[config.mk]
export PLATFORM = sky130hd
export DESIGN_NAME = ysyx_23060171_mem_arbiter
export DESIGN_NICKNAME = d
export VERILOG_FILES = /design/src/rtl/ysyx_23060171_pkg.sv /design/src/rtl/ysyx_23060171_arb_pick.sv /design/src/rtl/ysyx_23060171_mem_arbiter.sv
export SDC_FILE = /design/constraint.sdc
export NUM_CORES = 1
export LEC_CHECK = 0
export ABC_CLOCK_PERIOD_IN_PS = 5250
export BUFFER_PORTS_ARGS = -buffer_cell sky130_fd_sc_hd__buf_2
export CAP_MARGIN = 15
export CELL_PAD_IN_SITES_DETAIL_PLACEMENT = 0
export CELL_PAD_IN_SITES_GLOBAL_PLACEMENT = 1
export CORE_ASPECT_RATIO = 0.6
export CORE_MARGIN = 2
export CORE_UTILIZATION = 30
export CTS_BUF_LIST = sky130_fd_sc_hd__clkbuf_8 sky130_fd_sc_hd__clkbuf_16
export DETAILED_ROUTE_END_ITERATION = 16
export PLACE_DENSITY_LB_ADDON = 0.1
export SYNTH_ARGS = -nofsm -noshare
export SYNTH_HDL_FRONTEND = slang
export SYNTH_SLANG_ARGS = --single-unit
export TNS_END_PERCENT = 100
[constraint.sdc]
create_clock -name clk -period 5.25 [get_ports clk]
set_input_delay 0.525 -clock clk [delete_from_list [all_inputs] [get_ports clk]]
set_output_delay 0.525 -clock clk [all_outputs]
set_load 0.05 [all_outputs]
[src/rtl/ysyx_23060171_pkg.sv]
// Shared types for the ysyx_23060171 memory arbiter: FSM states, owner codes and default widths.
package ysyx_23060171_pkg;

    localparam int unsigned ADDR_W_DEF = 32;
    localparam int unsigned DATA_W_DEF = 32;

    typedef enum logic [1:0] {
        IDLE = 2'd0,
        REQ  = 2'd1,
        RESP = 2'd2
    } arb_state_e;

    typedef enum logic {
        OWN_IFU = 1'b0,
        OWN_LSU = 1'b1
    } owner_e;

endpackage

[src/rtl/ysyx_23060171_arb_pick.sv]
// Two-way combinational picker between IFU and LSU requests.
// Tie policy: round-robin when YSYX_23060171_ARB_RR_EN is defined, otherwise LSU fixed priority.
module ysyx_23060171_arb_pick
    import ysyx_23060171_pkg::*;
(
    input  logic       ifu_valid,
    input  logic       lsu_valid,
    input  owner_e     last_grant,
    output logic [1:0] grant,
    output owner_e     owner
);

    logic tie_to_lsu;

`ifdef YSYX_23060171_ARB_RR_EN
    assign tie_to_lsu = (last_grant == OWN_IFU);
`else
    logic unused_last_grant;
    assign unused_last_grant = last_grant;
    assign tie_to_lsu        = 1'b1;
`endif

    // grant[0] = IFU, grant[1] = LSU
    always_comb begin
        grant = 2'b00;
        owner = OWN_IFU;
        if (lsu_valid && (!ifu_valid || tie_to_lsu)) begin
            grant = 2'b10;
            owner = OWN_LSU;
        end else if (ifu_valid) begin
            grant = 2'b01;
            owner = OWN_IFU;
        end
    end

endmodule

[src/rtl/ysyx_23060171_mem_arbiter.sv]
// Shares one memory port between IFU and LSU, one transaction at a time (IDLE -> REQ -> RESP).
// Tie policy selected by YSYX_23060171_ARB_RR_EN (round-robin) vs. default LSU priority.
module ysyx_23060171_mem_arbiter
    import ysyx_23060171_pkg::*;
#(
    parameter int unsigned ADDR_W = ADDR_W_DEF,
    parameter int unsigned DATA_W = DATA_W_DEF
) (
    input  logic                clk,
    input  logic                rst,
    input  logic                ifu_req_valid,
    output logic                ifu_req_ready,
    input  logic [ADDR_W-1:0]   ifu_addr,
    output logic                ifu_resp_valid,
    input  logic                ifu_resp_ready,
    output logic [DATA_W-1:0]   ifu_rdata,
    input  logic                lsu_req_valid,
    output logic                lsu_req_ready,
    input  logic [ADDR_W-1:0]   lsu_addr,
    input  logic                lsu_wen,
    input  logic [DATA_W-1:0]   lsu_wdata,
    input  logic [DATA_W/8-1:0] lsu_wmask,
    output logic                lsu_resp_valid,
    input  logic                lsu_resp_ready,
    output logic [DATA_W-1:0]   lsu_rdata,
    output logic                mem_req_valid,
    input  logic                mem_req_ready,
    output logic [ADDR_W-1:0]   mem_addr,
    output logic                mem_wen,
    output logic [DATA_W-1:0]   mem_wdata,
    output logic [DATA_W/8-1:0] mem_wmask,
    input  logic                mem_resp_valid,
    output logic                mem_resp_ready,
    input  logic [DATA_W-1:0]   mem_rdata,
    output logic                busy
);

    arb_state_e state, state_nxt;
    owner_e     owner_q, pick_owner, last_grant;
    logic [1:0] grant;
    logic       grant_hs;

    ysyx_23060171_arb_pick u_pick (
        .ifu_valid  (ifu_req_valid),
        .lsu_valid  (lsu_req_valid),
        .last_grant (last_grant),
        .grant      (grant),
        .owner      (pick_owner)
    );

    // picker only grants valid requesters, so a grant in IDLE is the handshake
    assign grant_hs = (state == IDLE) && (grant != 2'b00);

`ifdef YSYX_23060171_ARB_RR_EN
    always_ff @(posedge clk or posedge rst) begin
        if (rst)           last_grant <= OWN_IFU;
        else if (grant_hs) last_grant <= pick_owner;
    end
`else
    assign last_grant = OWN_IFU;
`endif

    always_ff @(posedge clk or posedge rst) begin
        if (rst) state <= IDLE;
        else     state <= state_nxt;
    end

    always_comb begin
        state_nxt = state;
        case (state)
            IDLE:    if (grant_hs) state_nxt = REQ;
            REQ:     if (mem_req_ready) state_nxt = RESP;
            RESP:    if (mem_resp_valid && mem_resp_ready) state_nxt = IDLE;
            default: state_nxt = IDLE;
        endcase
    end

    always_ff @(posedge clk or posedge rst) begin
        if (rst) begin
            owner_q   <= OWN_IFU;
            mem_addr  <= '0;
            mem_wen   <= 1'b0;
            mem_wdata <= '0;
            mem_wmask <= '0;
        end else if (grant_hs) begin
            owner_q <= pick_owner;
            if (pick_owner == OWN_LSU) begin
                mem_addr  <= lsu_addr;
                mem_wen   <= lsu_wen;
                mem_wdata <= lsu_wdata;
                mem_wmask <= lsu_wmask;
            end else begin
                mem_addr  <= ifu_addr;
                mem_wen   <= 1'b0;
                mem_wdata <= '0;
                mem_wmask <= '0;
            end
        end
    end

    always_comb begin
        ifu_req_ready  = 1'b0;
        lsu_req_ready  = 1'b0;
        mem_req_valid  = 1'b0;
        mem_resp_ready = 1'b0;
        ifu_resp_valid = 1'b0;
        lsu_resp_valid = 1'b0;
        busy           = 1'b0;
        case (state)
            IDLE: begin
                ifu_req_ready = grant[0];
                lsu_req_ready = grant[1];
            end
            REQ: begin
                mem_req_valid = 1'b1;
                busy          = 1'b1;
            end
            RESP: begin
                busy = 1'b1;
                if (owner_q == OWN_LSU) begin
                    lsu_resp_valid = mem_resp_valid;
                    mem_resp_ready = lsu_resp_ready;
                end else begin
                    ifu_resp_valid = mem_resp_valid;
                    mem_resp_ready = ifu_resp_ready;
                end
            end
            default: ;
        endcase
    end

    assign ifu_rdata = mem_rdata;
    assign lsu_rdata = mem_rdata;

endmodule
==> results of run 1 <==
## synth_stat cells (2+ instances only)
cell type,count,area share
dfrtp_1,72,0.51
buf_2,15,0.021
mux2_4,2,0.0086
a22o_1,37,0.093
clkbuf_1,4,0.0043
nor2_1,2,0.0021
inv_1,3,0.0032
nor2b_1,2,0.0036
ha_1,4,0.014
mux2i_1,33,0.094
o21ai_0,32,0.046
nand2_1,34,0.036
buf_4,64,0.14
## registers in the layout, indices dropped and copies added, names as in the netlist
name / flops
mem_addr: 32
mem_wdata: 32
mem_wmask: 4
state: 2
mem_wen: 1
owner_q: 1
## metal layers
metal / vias up / global-route usage / wire, microns
met4: 0 / 0.0455 / 106
met2: 144 / 0.190 / 3450
met3: 10 / 0.0722 / 970
met1: 1120 / 0.210 / 4550
li1: 1245 / - / -
met5: - / 0 / 0
## through the flow
step / worst slack (ns) / area [sq um] / power (mW) / cells
floorplan: 2.90 / 3500 / 2.43 / 311
global placement: 3.12 / 4100 / 2.73 / 577
detailed placement: 3.10 / 4100 / 2.75 / 577
CTS: 3.00 / 4380 / 3.32 / 593
global route: 2.88 / 4380 / 3.48 / 593
finish: 3.01 / 4380 / 3.28 / 593
## area by class of cell
type                            count  area, sq um
Tap cell                          160          200
Clock buffer                       10          239
Sequential cell                    72         1800
Fill cell                        1201         6960
Timing Repair Buffer              189          958
Multi-Input combinational cell    153         1130
Inverter                            3         11.3
Clock inverter                      6         36.3
## kinds of logic (layout without fill, tap and decap cells)
kind of cell	after synthesis	in the layout	share of synthesized area
AOI/OAI and AO/OA	72	72	0.150
buffers and inverters	86	208	0.166
DFF	72	72	0.514
muxes	35	35	0.103
and+or+nand+nor	42	42	0.0522
adders and majority gates	4	4	0.0143
## report_power, final
part / switching, mW / internal (mW)
Clock: 0.228 / 0.330
Combinational: 1.34 / 0.436
Sequential: 0.135 / 0.808
Total: 1.70 / 1.57
## how the worst max path moves through the flow
stage	startpoint	endpoint	slack [ns]
after floorplan	rst	mem_addr[0]	2.90
after global placement	lsu_req_valid	lsu_req_ready	3.12
after detailed placement	lsu_req_valid	lsu_req_ready	3.10
after CTS	state[1]	ifu_req_ready	3.00
after global routing	state[1]	ifu_req_ready	2.88
final	state[1]	ifu_req_ready	3.01
==> impl_metrics.csv, run 1 <==
group,metric,value,unit
outcome,status,"complete, no violations",
placed_design,gp_congestion,0.690,
die,rows,30,
worst_setup_path,r2r_cells,5,
synthesis,synth_edf_count,0,
layout,area_delta_synth_final,25.0,%
detailed_routing,postRouteWirelength,9080,microns
worst_setup_path,critPathBufInv,2,
sta,rsz0062_at_grt,"false",
global_route,grt_pass1_vias,2549,
cts,path_clk_slew,0.06,ns
synthesis,syn_nets,456,
worst_setup_path,cp_cell_sequence,"inv_1, ha_1, nand2_1, nor2_1, buf_2",
hold_path,hp-class,"in -> async",
sta,whs,0.186,ns
synthesis,synth_seq_cells,72,
die,io_pins,281,
synthesis,synthArstFlopShare,1.00,
worst_setup_path,ff2ff_setup_slack,3.37,ns
worst_setup_path,cp_slowest_cell,"dfrtp_1",
synthesis,syn_area,3500,sq um
synthesis,synth_cell_types,20,
worst_setup_path,path_max_fanout,5,
worst_setup_path,critical_path_arrival,1.71,ns
sta,fmax,447,MHz
sta,period_share,0.426,
layout,n_antenna_cell,0,
worst_setup_path,cp.required,4.72,ns
worst_setup_path,cp-end-kind,"primary output",
global_route,grt_max_degree,53,
synthesis,ys_warn_count,0,
worst_setup_path,start_kind,"flip-flop",
sta,timing.setup.tns,0,ns
die,die_area,12600,sq um
placed_design,io_buffers,184,
placed_design,dpl.hpwl,6640,microns
layout,mostFrequentLayoutCells,"buf_2 (184), dfrtp_1 (72), a22o_1 (37), nand2_1 (34), mux2i_1 (33)",
sta,hold_viol,0,
layout,final_common_cell,"buf_2",
synthesis,synth_flop_cell,"dfrtp_1",
cts,cts_resized,0,
die,die_x,143,microns
die,die_y,87.7,microns
die,start_util,0.309,
cts,cts_inserted_buffers,9,
pwr,power_density,749,nW/um^2
layout,final_util,0.386,
flow_run,cap_viol_max_count,0,
detailed_routing,postRouteAntennaNets,0,
worst_setup_path,reg2reg_to,"state[0]",
detailed_routing,drtIter0Drc,88,
synthesis,syn-mean-instance-area,11.3,sq um
sta,worstMarginPinSlew,0.679,ns
sta,setup_viol,0,
detailed_routing,wl_per_cell,15.3,microns
cts,clkLatencyLatePin,0.34,ns
global_route,antenna_found_initial,0,
cts,cts_htree_levels,3,
sta,skew,0.00881,ns
cts,cts_tree,"done",
worst_setup_path,critPathTopFamily,"flip-flops",
cts,root_buffer,"clkbuf_16",
sta,min_period,2.24,ns
cts,hold_buffers,0,
detailed_routing,dr.pass1.iters,4,
synthesis,synth_cells,311,
synthesis,seq_area_frac_synth,0.514,
global_route,grt_util_all_layers,0.146,
worst_setup_path,critical_path_depth,5,
cts,clk_path_buf_depth,2,
global_route,grt_overflow,0,
worst_setup_path,cpPeakStageDelay,0.40,ns
detailed_routing,routed-via-count,2519,
layout,layout.nets,573,
pwr,leakagePower,2.41,nW
worst_setup_path,reg2reg_from,"state[0]",
cts,postCtsSetupRepairBufs,0,
global_route,grt_pass1_wl,13800,microns
die,core_area,11300,sq um
detailed_routing,detail_route.vias_per_cell,4.25,
detailed_routing,drc_errors,0,
worst_setup_path,critical_path_class,"reg -> out",
layout,drive_gt1_frac,0.492,
sta,slew_viol_final,0,
cts,clock-sinks,72,
sta,slew_headroom,0.548,
pwr,ir_worst_vdd,242,uV
(Power assumes the default switching activity.)
==> run 2: changes to the inputs <==
ABC_CLOCK_PERIOD_IN_PS = 1800   (was 5250)
CORE_UTILIZATION = 25   (was 30)
clock period = 1.8 ns   (was 5.25 ns; I/O delays follow)
==> run 2 against run 1 <==
Effect of this change:
- count of clock-buffer cells in the layout decreased by 1
- first-iteration DRC count down 2.3%
- setup slack worse by 2.9 ns
- hold slack worse by 0.12 ns
- power rose to 3.1 times the previous value
- global-route usage fell by 2.3 points
- clock skew is 0.0040 ns lower
- core utilization is 4.6 points lower
- register-to-register slack worse by 3.3 ns
- non-clock buffer count is 9 higher
==> impl_metrics.csv, run 2 (synthesized netlist as in run 1, its figures left out) <==
group,metric,value,unit
outcome,status,"complete, no violations",
global_route,grt_max_degree,38,
detailed_routing,detail_route.vias_per_cell,4.07,
global_route,grt_pass1_wl,13900,microns
worst_setup_path,critical_path_class,"reg -> reg",
sta,period_share,0.945,
cts,clk_path_buf_depth,2,
placed_design,pre_cts_ws,0.0696,ns
flow_run,cap_viol_max_count,0,
global_route,grt_overflow,0,
detailed_routing,wl_per_cell,14.6,microns
cts,clock-sinks,72,
pwr,leakagePower,2.49,nW
die,core_area,13700,sq um
detailed_routing,drc_errors,0,
die,rows,33,
worst_setup_path,cp-end-kind,"flip-flop",
layout,drive_gt1_frac,0.509,
placed_design,io_buffers,184,
die,die_y,95.7,microns
worst_setup_path,path_max_fanout,3,
layout,stdcell_area,4640,sq um
sta,setup_ws,0.0998,ns
layout,mostFrequentLayoutCells,"buf_2 (179), dfrtp_1 (72), a22o_1 (37), nand2_1 (34)",
sta,min_period,1.70,ns
placed_design,gp_congestion,0.709,
global_route,grt_util_all_layers,0.124,
detailed_routing,routed-via-count,2587,
layout,area_delta_synth_final,32.5,%
placed_design,dpl.hpwl,7020,microns
sta,worstMarginPinSlew,0.488,ns
pwr,ir_worst_vdd,783,uV
cts,cts_htree_levels,3,
die,io_pins,281,
detailed_routing,drtIter0Drc,86,
sta,fmax,588,MHz
sta,hold_viol,0,
global_route,grt_pass1_vias,2579,
layout,reg_top3,"mem_addr (32), mem_wdata (32), mem_wmask (4)",
hold_path,hp-class,"in -> reg",
detailed_routing,dr.pass1.iters,4,
cts,cts_tree,"done",
pwr,power_density,2180,nW/um^2
cts,path_clk_slew,0.06,ns
detailed_routing,postRouteAntennaNets,0,
die,die_x,157,microns
sta,skew,0.00482,ns
die,start_util,0.256,
worst_setup_path,start_kind,"flip-flop",
cts,clkLatencyLatePin,0.33,ns
sta,setup_viol,0,
sta,timing.setup.tns,0,ns
sta,slew_viol_final,0,
placed_design,place_area,4250,sq um
worst_setup_path,critical_path_arrival,1.92,ns
layout,final_util,0.340,
layout,n_fill_cell,1431,
detailed_routing,postRouteWirelength,9240,microns
layout,final_common_cell,"buf_2",
global_route,antenna_found_initial,1,
cts,root_buffer,"clkbuf_16",
sta,slew_headroom,0.674,
worst_setup_path,cp.required,2.02,ns
die,die_area,15000,sq um
layout,layout.nets,582,
cts,cts_inserted_buffers,9,
-- run 2: changes by cell type in the layout (fill, tap and decap cells not counted), sizes merged --
cell         previous run  this run
buf                   189       194
bufinv                  0         2
clkbuf                 10        12
clkinv                  5         3
clkinvlp                0         2
diode                   0         1
dlygate4sd3             0         1
inv                     4         3
-- run 2: power by group --
part / total [mW] / internal [mW] / switching, mW
clock network: 1.92 / 1.22 / 0.708
registers: 2.73 / 2.35 / 0.375
logic: 5.45 / 1.50 / 3.95
-- run 2: cell type report --
class                           instances  area [sq um]  share of cell area
Multi-Input combinational cell        153          1140               0.245
Inverter                                3          15.0             0.00323
Clock inverter                          7          95.1              0.0205
Clock buffer                            9           225              0.0485
Tap cell                              192           240              0.0518
Timing Repair Buffer                  198          1120               0.242
Antenna cell                            1          2.50            0.000539
Sequential cell                        72          1800               0.388
-- run 2: what timing repair did --
| item | 4_1_cts | 5_1_grt |
|---|---|---|
| resized for setup | 4 | 6 |
| setup buffers | 0 | 3 |
| hold endpoints to repair | 19 | 0 |
| hold buffers | 1 | 0 |
| pin swaps | 0 | 1 |
| endpoints found under the setup margin | 2 | 7 |
-- run 2: final timing paths --
check	endpoint	cells past startpoint	slack, ns	startpoint
max	state[0]	5	0.1	state[1]
min	mem_wdata[0]	2	0.07	lsu_wdata[0]
max reg2reg	state[0]	5	0.1	state[1]
min reg2reg	mem_addr[23]	2	0.47	mem_addr[23]
max in group asynchronous	mem_addr[20]	4	0.78	rst
min in group asynchronous	mem_wdata[14]	3	0.43	rst
-- run 2: stage by stage --
stage                     hold WS, ns  power [mW]  cells
final                          0.0695        10.1    635
after global routing           0.0510        10.7    634
after detailed placement        0.243        8.18    614
after global placement          0.236        8.16    614
after floorplan                 0.320        7.09    311
after CTS                      0.0547        10.2    631
-- run 2: routing by layer --
layer	vias up	global-route usage	routed length, microns
met5	-	0	0
met4	0	0.0367	87
met3	9	0.0632	1020
met2	134	0.169	3640
met1	1180	0.168	4500
li1	1264	-	-
-- run 2: critical path: stages, from the launching register on --
cell and delay, ns:
dfrtp_1 0.38, inv_1 0.09, ha_1 0.20, nor3b_2 0.17, a2111oi_4 0.40, mux2_4 0.34
==> run 3: changes to the inputs <==
CORE_UTILIZATION = 26   (was 25)
CTS_BUF_LIST = sky130_fd_sc_hd__clkbuf_2   (was sky130_fd_sc_hd__clkbuf_8 sky130_fd_sc_hd__clkbuf_16)
==> run 3 against run 2 <==
Effect of this change:
- core utilization grew 9.2 points
- count of clock-buffer cells in the layout is the same
- routed wire length up 16%
- global-route usage is 2.9 points higher
- combinational power rose by 11%
- final cell count rose by 14%
- register-to-register slack lost 0.06 ns
- critical path depth fell by 2
- hold slack better by 0.058 ns
- first-iteration DRC count down 23%
- power shrank 4.0%
- setup slack worse by 0.094 ns
==> impl_metrics.csv, run 3 (synthesized netlist as in run 1, its figures left out) <==
group,metric,value,unit
outcome,status,"complete, no violations",
sta,fmax,557,MHz
flow_run,cap_viol_max_count,0,
pwr,ir_worst_vdd,853,uV
layout,reg_top3,"mem_addr (32), mem_wdata (32), mem_wmask (4)",
cts,path_clk_slew,0.20,ns
layout,n_antenna_cell,0,
hold_path,hold_path_end,"owner_q",
worst_setup_path,path_max_fanout,2,
global_route,grt_max_degree,80,
global_route,grt-busiest-layer,"met2",
placed_design,pre_cts_ws,0.0704,ns
sta,hold_viol,0,
sta,worstMarginPinSlew,0.404,ns
die,start_util,0.269,
pwr,total_power,9.70,mW
detailed_routing,dr.pass1.iters,4,
sta,slew_viol_final,0,
die,die_area,14400,sq um
sta,min_period,1.79,ns
placed_design,placed_cells,589,
worst_setup_path,cp.required,1.62,ns
detailed_routing,postRouteWirelength,10700,microns
hold_path,min_path_cells,4,
worst_setup_path,start_kind,"flip-flop",
cts,cts_inserted_buffers,9,
worst_setup_path,critical_path_class,"reg -> out",
sta,setup_viol,0,
global_route,grt_pass1_wl,16900,microns
die,die_y,93.9,microns
cts,clock-sinks,72,
global_route,antenna_found_initial,0,
die,rows,32,
sta,rsz0062_at_grt,"true",
layout,final_common_cell,"buf_2",
worst_setup_path,ff2ff_setup_slack,0.04,ns
layout,layout.nets,693,
global_route,grt_util_met1,0.200,
detailed_routing,postRouteAntennaNets,0,
detailed_routing,routed-via-count,3064,
pwr,leakagePower,2.90,nW
hold_path,hp-class,"in -> reg",
sta,slew_headroom,0.730,
cts,clkLatencyLatePin,0.52,ns
die,core_area,13000,sq um
die,io_pins,281,
placed_design,dpl.hpwl,6520,microns
detailed_routing,drc_errors,0,
global_route,grt_util_met2,0.236,
layout,drive_gt1_frac,0.438,
worst_setup_path,cp-end-kind,"primary output",
hold_path,hold_path_startpoint,"ifu_req_valid",
sta,setup_ws,0.00616,ns
layout,mostFrequentLayoutCells,"buf_2 (177), dlygate4sd3_1 (102), dfrtp_1 (72), a22o_1 (37), nand2_1 (33)",
worst_setup_path,r2r_cells,7,
global_route,grt_pass1_vias,3208,
detailed_routing,detail_route.vias_per_cell,4.24,
sta,period_share,0.997,
pwr,power_density,1730,nW/um^2
die,die_x,154,microns
sta,skew,0.0232,ns
global_route,grt_util_all_layers,0.153,
global_route,use_met3,0.0618,
cts,cts_htree_levels,3,
detailed_routing,drtIter0Drc,66,
global_route,grt_overflow,0,
worst_setup_path,critical_path_arrival,1.61,ns
cts,cts_tree,"done",
layout,layout.cells.non_filler,723,
placed_design,gp_congestion,0.700,
detailed_routing,wl_per_cell,14.8,microns
worst_setup_path,reg2reg_to,"state[1]",
cts,clk_path_buf_depth,2,
layout,area_delta_synth_final,60.3,%
cts,root_buffer,"clkbuf_2",
worst_setup_path,reg2reg_from,"state[0]",
placed_design,io_buffers,184,
==> run 3: metrics by stage <==
step | util | TNS, ns | hold WS, ns | instance area [sq um]
final | 0.431 | 0 | 0.127 | 5610
after global routing | 0.431 | -0.586 | 0.0492 | 5610
after CTS | 0.427 | -0.216 | 0.0395 | 5560
after detailed placement | 0.320 | 0 | 0.332 | 4170
after global placement | 0.320 | 0 | 0.330 | 4170
after floorplan | - | 0 | 0.320 | 3510
==> run 3: area by class of cell <==
class	instances	area (sq um)
Multi-Input combinational cell	153	1200
Inverter	3	15.0
Clock buffer	9	45.0
Sequential cell	72	1800
Fill cell	1277	7400
Clock inverter	7	71.3
Timing Repair Buffer	309	2260
Tap cell	170	213
==> run 3: power by group <==
group	switching [mW]	leakage, nW	internal, mW
registers	0.380	0.903	2.34
clock network	0.613	0.0659	0.320
logic	4.12	1.93	1.93
==> run 3: routing by layer <==
| layer | routed length, microns | share of wire |
|---|---|---|
| met2 | 4590 | 0.43 |
| met3 | 915 | 0.085 |
| met1 | 5110 | 0.48 |
| met5 | 0 | 0 |
| met4 | 84 | 0.0078 |
==> run 3: timing repair <==
action / CTS / global route
gates resized for setup: 30 / 11
hold buffers: 102 / 0
endpoints found under the hold margin: 141 / 0
gates cloned: 2 / 0
pin swaps: 5 / 4
setup buffers: 11 / 5
setup endpoints to repair: 6 / 9
==> run 3: how the worst max path moves through the flow <==
stage,start,to,slack (ns),cells after the start
after floorplan,state[0],mem_wdata[1],0.04,5
after global placement,state[0],state[0],0.11,5
after detailed placement,state[0],state[0],0.07,5
after CTS,state[1],ifu_req_ready,-0.06,6
after global routing,state[0],ifu_resp_valid,-0.14,6
final,owner_q,mem_resp_ready,0.006,3
==> run 3: worst max-delay path, stage by stage (launching register included) <==
cell	delay [ns]
dfrtp_1	0.44
mux2i_2	0.25
and2b_2	0.27
buf_8	0.15
